===== config.mk =====
export PLATFORM = sky130hd
export DESIGN_NAME = buffer_if_id
export DESIGN_NICKNAME = d
export VERILOG_FILES = /design/src/rtl/buffer_if_id.sv
export SDC_FILE = /design/constraint.sdc
export NUM_CORES = 1
export LEC_CHECK = 0
export ABC_AREA = 1
export BUFFER_PORTS_ARGS = -buffer_cell sky130_fd_sc_hd__buf_2
export CAP_MARGIN = 0
export CORE_AREA = 2 2 39 41
export CTS_BUF_LIST = sky130_fd_sc_hd__clkbuf_16
export CTS_CLUSTER_SIZE = 20
export DETAILED_ROUTE_END_ITERATION = 10
export DIE_AREA = 0 0 41 43
export GPL_TIMING_DRIVEN = 1
export PLACE_DENSITY = 0.66
export SYNTH_ARGS = -nofsm -noshare
export SYNTH_HDL_FRONTEND = slang
export SYNTH_SLANG_ARGS = --single-unit

===== constraint.sdc =====
create_clock -name clk -period 0.82 [get_ports clk]
set_clock_uncertainty 0.2 [all_clocks]
set_input_delay 0.123 -clock clk [delete_from_list [all_inputs] [get_ports clk]]
set_output_delay 0.123 -clock clk [all_outputs]
set_load 0.02 [all_outputs]

===== src/rtl/buffer_if_id.sv =====
`default_nettype none
// ============================================================================
// Module      : buffer_if_id
// Description : IF/ID pipeline register. Captures the fetched instruction
//               word on every rising clock edge and holds it stable for the
//               decode stage for the whole cycle. Pure storage: there is no
//               decode, stall or flush logic.
// Revision    : 1.0 - initial release
// ============================================================================
module buffer_if_id #(
    parameter int              WIDTH       = 16,
    parameter logic [WIDTH-1:0] RESET_VALUE = 16'h0000
) (
    output logic [WIDTH-1:0] out_instr,
    input  logic [WIDTH-1:0] in_instr,
    input  logic             clk,
    input  logic             rst
);

    // Held instruction word; RESET_VALUE is seen by ID as a bubble.
    logic [WIDTH-1:0] r_instr;

    // Capture every cycle (no enable); reset is asynchronous and active-low so
    // a bubble is injected immediately, without waiting for a clock edge.
    always_ff @(posedge clk or negedge rst) begin
        if (!rst) begin
            r_instr <= RESET_VALUE;
        end else begin
            r_instr <= in_instr;
        end
    end

    // Output comes straight from the register: no combinational path from
    // in_instr, so the decode stage sees a value that changes only at edges.
    assign out_instr = r_instr;

endmodule
`default_nettype wire


==> run metrics, run 1 <==
Critical Path Fanout Max 1; FF+latch count, synth 16; worst path setup slack after routing -238 ps; share of layout cells above drive strength 1 67.9%; number of enable flip-flop cells after synthesis 0; cell type of the slowest stage on the worst timing path dfrtp_1; WHS Path Cells 1; Ys Warns 0; Synth Area in XOR/XNOR 0%; Clock Tree Root clkbuf_16; CTS tree yes; violated checks hold timing, setup timing; wire length of the first global-routing pass approximately 1100 um; proportion of register bits with asynchronous set or reset after synthesis 100%; largest net degree at the start of global routing 17; area after detailed placement about 590 um2; number of design rule violations left after detail routing 0; post-route minimum period 1060 ps; worst hold slack -209 ps; number of top-level pins 34; final RePlAce weighted congestion roughly 0.57; total iterations of the first detailed-routing run 1; peak supply drop approximately 1300 uV; number of flip-flops in the largest register 16; dominant register cell in the synthesized netlist dfrtp_1; number of max-cap violations 0; combined area of the multi-input logic cells 0 um2; Area growth, synth to finish 93.1%; H-Tree Level Count 1; final setup violation count 16; number of instances in the synthesized netlist 16; unrepaired setup endpoints after global routing yes; cell with the most instances after synthesis dfrtp_1; mean instance size in the synthesized netlist around 25 um2; portion of the post-synthesis area used by sequential elements 100%; FP Rows 14; horizontal die dimension roughly 41 um; clock transition at the register clock pins on the worst setup and hold paths after CTS roughly 40 ps; via count of the first global-routing pass between 200 and 300; clock buffer depth 2; final count of pins violating max slew 0; end point of the most critical hold path out_instr[10]; largest cells by area after synthesis dfrtp_1 100%; adder and majority gate portion of the synthesized area 0%; total routed wirelength 716 um; top cell types by occurrence after synthesis 16 x dfrtp_1; Worst setup EP type primary output; PD cells between 2000 and 2500 mW/mm2; slowest stage delay, CP about 370 ps; run status finished with violations; crit-path leading delay family flip-flops; leakage power roughly 0.00039 uW; multi-input combinational gate total 0; number of antenna-violating nets in the routed design 0; detailed-route via count around 270; worst hold path class input port to flop; share of synthesized cell area in and, or, nand and nor gates 0%; wire per inst 10.4 um; kind of critical path flop to primary output; antenna violations before repair 0; category of the worst setup path launch point flop; area of the mapped netlist approximately 400 um2; number of design-rule violations left by the first detailed-router iteration 0; Peak Freq ~950 MHz; cts bufs inserted 3; IO buf count 33; final period utilization 129%; number of distinct library cell variants in the gate-level netlist after synthesis 1; CP Depth 1; Yosys top cell by area dfrtp_1; postcts setup bufs 0; die footprint between 0.0015 and 0.002 mm2; fraction of post-synthesis cell area in the top cell type by area 100%; critical path data arrival time ~730 ps; post-detailed-route via-to-cell ratio roughly 3.9; Worst EP required 500 ps; net total in the final layout 73; DP Wirelength 564 um; antenna cell count 0; design area just under 800 um2; Worst Max-Slew Pin Slew 216 ps; number of hold buffers added after cts 1; effective utilization at floorplan between 20% and 30%; core box area around 0.0014 mm2; clock net sink count 16; complex-gate fraction of the synthesized area 0%; worst hold start in_instr[10]; global-route usage over all layers 9.35%; worst path bufs/invs 1; share of synthesized area spent on multiplexers 0%; cell-by-cell listing of the critical path buf_6; final hold violation count 16; worst-case headroom to the max-slew limit between 80% and 90%; final global-route overflow total 0; DIE HEIGHT between 40 and 50 um; post-layout utilization of the core 55.9%; net count after synthesis 34
[what timing repair did]
| action | 4_1_cts | 5_1_grt |
|---|---|---|
| resized for setup | 32 | 1 |
| endpoints found under the setup margin | 16 | 32 |
| hold endpoints to repair | 32 | 16 |
[layout make-up]
type                    count  area (um2)
repair buffers             34         278
well taps                  16        20.0
fillers                   120         611
clock buffers               3        75.1
flip-flops and latches     16         400
[placed cells by master, fill, tap and decap left out, drive strengths merged]
| master | synthesis | final |
|---|---|---|
| buf | 0 | 32 |
| dfrtp | 16 | 16 |
| clkbuf | 0 | 4 |
| dlygate4sd3 | 0 | 1 |
[report_power, final]
part	total [uW]	switching, uW	internal (uW)
Sequential	851	18.0	833
Clock	878	243	635
Combinational	198	91.0	107
[worst max-delay path by stage]
stage | from | slack, ps | end
CTS | out_instr[5] | -240 | out_instr[5]
global placement | out_instr[6] | 7 | out_instr[6]
finish | out_instr[10] | -240 | out_instr[10]
detailed placement | out_instr[11] | 0.2 | out_instr[11]
global route | out_instr[11] | -260 | out_instr[11]
floorplan | out_instr[0] | 80 | out_instr[0]
[kinds of logic after synthesis]
| family | count (synthesis) |
|---|---|
| DFF | 16 |
[per-stage QoR]
stage	TNS [ps]	std cells	worst slack, ps	total power (uW)
after floorplan	0	16	81.0	908
after global placement	0	65	6.80	996
after detailed placement	0	65	0.174	1000
after CTS	-3830	69	-245	1950
after global routing	-4030	69	-258	2000
final	-3730	69	-238	1930
[metal layers]
metal  track usage (%)  wire length [um]  part of all wire, %  up-vias
li1                  -                 -                    -      123
met1              11.5               242                   34      128
met2              14.4               427                   60       15
met3              1.57                46                  6.4        0
met4              6.00                 0                    0        0
met5                 0                 0                    0        -
No activity file was read; power rests on OpenSTA's default activity.
==> inputs of run 2 (changes only) <==
CAP_MARGIN = 20   (was 0)
clock period = 1.01 ns   (was 0.82 ns; I/O delays follow)
==> run 2 against run 1 <==
Net effect:
- the run ends with setup timing left
- clock power is 19% lower
- sequential power is 19% lower
- largest cell class is now non-clock buffers
- critical path depth stayed put
- design area is 20% higher
- critical path type unchanged
- combinational power is 5% higher
- die area stayed put
- utilization is 11 points higher
==> run metrics, run 2 (synthesis results as in run 1) <==
Peak Freq about 920 MHz; clock net sink count 16 (unchanged); Overall Power 1610 uW (-16%); worst hold path class input port to async pin; post-layout utilization of the core 67.3% (+11 points); antenna violations before repair 0 (unchanged); combined area of the multi-input logic cells 0 um2 (unchanged); met2 routed wirelength 523 um (+22%); top layer used by detailed routing met3; clock transition at the register clock pins on the worst setup and hold paths after CTS 40 ps (about the same); total routed wirelength 893 um (+25%); final global-route overflow total 0 (unchanged); antenna cell count 0 (unchanged); detailed-route via count 327 (+23%); cts bufs inserted 3 (unchanged); leakage power 0.000458 uW (+17%); DP Wirelength 564 um (unchanged); Critical Path Fanout Max 1 (unchanged); via count of the first global-routing pass 359 (+40%); layout filler cell count 92 (-23%); number of flip-flops in the largest register 16 (unchanged); worst path setup slack after routing -77.5 ps (+160 ps); core box area 0.00138 mm2 (unchanged); minimum setup slack after placement 162 ps (+162 ps); IO buf count 33 (unchanged); Worst Max-Slew Pin Slew 341 ps (+125 ps); count of placed standard cells in the final layout, fillers left out 85 (+23%); category of the worst setup path launch point flop; peak supply drop 1030 uV (-24%); worst-case headroom to the max-slew limit 77.3% (-8.4 points); highest-count cells in the layout ignoring fill and taps 17 x dlygate4sd3_1, 17 x buf_2, 16 x dfrtp_1, 16 x buf_6, 3 x clkbuf_16; Clock Tree Root clkbuf_16; switching power share of the total 18.3% (about the same); met3 routed wirelength 42 um (-8.7%); portion of total power attributed to sequential cells 42.9% (-1.3 points); final period utilization 108%; wire length of the first global-routing pass 1470 um (+38%); post-detailed-route via-to-cell ratio 3.85 (-0.21%); crit-path leading delay family flip-flops; PD cells 1730 mW/mm2 (-31%); violated checks setup timing; Worst EP required 660 ps (+160 ps); clock buffer depth 2 (unchanged); multi-input combinational gate total 0 (unchanged); slowest stage delay, CP 370 ps (about the same); H-Tree Level Count 1 (unchanged); worst path bufs/invs 1 (unchanged); final count of pins violating max slew 0 (unchanged); unrepaired setup endpoints after global routing yes; critical path data arrival time 740 ps (about the same); number of antenna-violating nets in the routed design 0 (unchanged); number of top-level pins 34 (unchanged); net total in the final layout 89 (+22%); effective utilization at floorplan 28.9% (unchanged); final setup violation count 16 (unchanged); largest net degree at the start of global routing 17 (unchanged); internal power summed over all cells 1320 uW (-16%); global-route usage over all layers 12.5% (+3.2 points); DIE HEIGHT 43 um (unchanged); cell type of the slowest stage on the worst timing path dfrtp_1; CTS tree yes; share of layout cells above drive strength 1 52.2% (-16 points); placed instance count 65 (unchanged); die footprint 0.00176 mm2 (unchanged); Comb pwr share 12.9% (+2.6 points); number of design-rule violations left by the first detailed-router iteration 0 (unchanged); postcts setup bufs 0 (unchanged); Clk pwr share 44.2% (-1.4 points); post-route minimum period 1090 ps; run status finished with violations; Worst setup EP type primary output; Area growth, synth to finish 133%; cell-by-cell listing of the critical path buf_6; met1 routed wirelength after detailed routing 327 um (+35%); kind of critical path flop to primary output; wire per inst 10.5 um (+1.2%); final hold violation count 0 (-16); number of design rule violations left after detail routing 0 (unchanged); horizontal die dimension 41 um (unchanged); Sequential Area 400 um2 (unchanged); number of max-cap violations 0 (unchanged); reported net switching power 295 uW (-16%); final RePlAce weighted congestion 0.572 (about the same); total iterations of the first detailed-routing run 1 (unchanged); FP Rows 14 (unchanged)
run 2: cell types whose count changed in the layout (fill, tap and decap cells not counted), sizes merged:
| cell | previous run | this run |
|---|---|---|
| clkbuf | 4 | 3 |
| buf | 32 | 33 |
| dlygate4sd3 | 1 | 17 |
run 2: final timing paths:
kind,from,to,depth (start not counted)
worst max-delay path,out_instr[3],out_instr[3],1
worst min-delay path,rst,out_instr[14],2
max in group asynchronous,rst,out_instr[0],2
min in group clk,in_instr[1],out_instr[1],2
run 2: layout make-up:
cell class            count  area share, %
timing repair buffer     50           46.8
sequential               16           43.0
clock buffer              3           8.06
tap                      16           2.15
run 2: per-stage QoR:
step                      hold slack [ps]  TNS, ps  cell area, um2
after global placement               -132        0             586
after CTS                             159    -1240             931
final                                 149    -1160             931
after floorplan                      -344        0             400
after global routing                  220    -1480             931
after detailed placement             -125        0             586
run 2: layer usage:
metal	vias up	GRT usage, %
li1	155	-
met1	157	14.9
met2	15	20.9
met3	0	1.57
met4	0	6.00
met5	-	0
run 2: power by group through the flow:
stage | registers, uW | logic [uW] | clock network [uW]
finish | 691 | 208 | 713
CTS | 691 | 209 | 730
global route | 693 | 226 | 759
floorplan | 737 | 0 | 0
global placement | 691 | 118 | 0
detailed placement | 692 | 121 | 0
run 2: timing repair:
action / in CTS / in global routing
endpoints found under the setup margin: 16 / 16
hold endpoints to repair: 32 / 0
gates resized for setup: 32 / 0
gates cloned: 0 / 0
hold buffers: 17 / 0
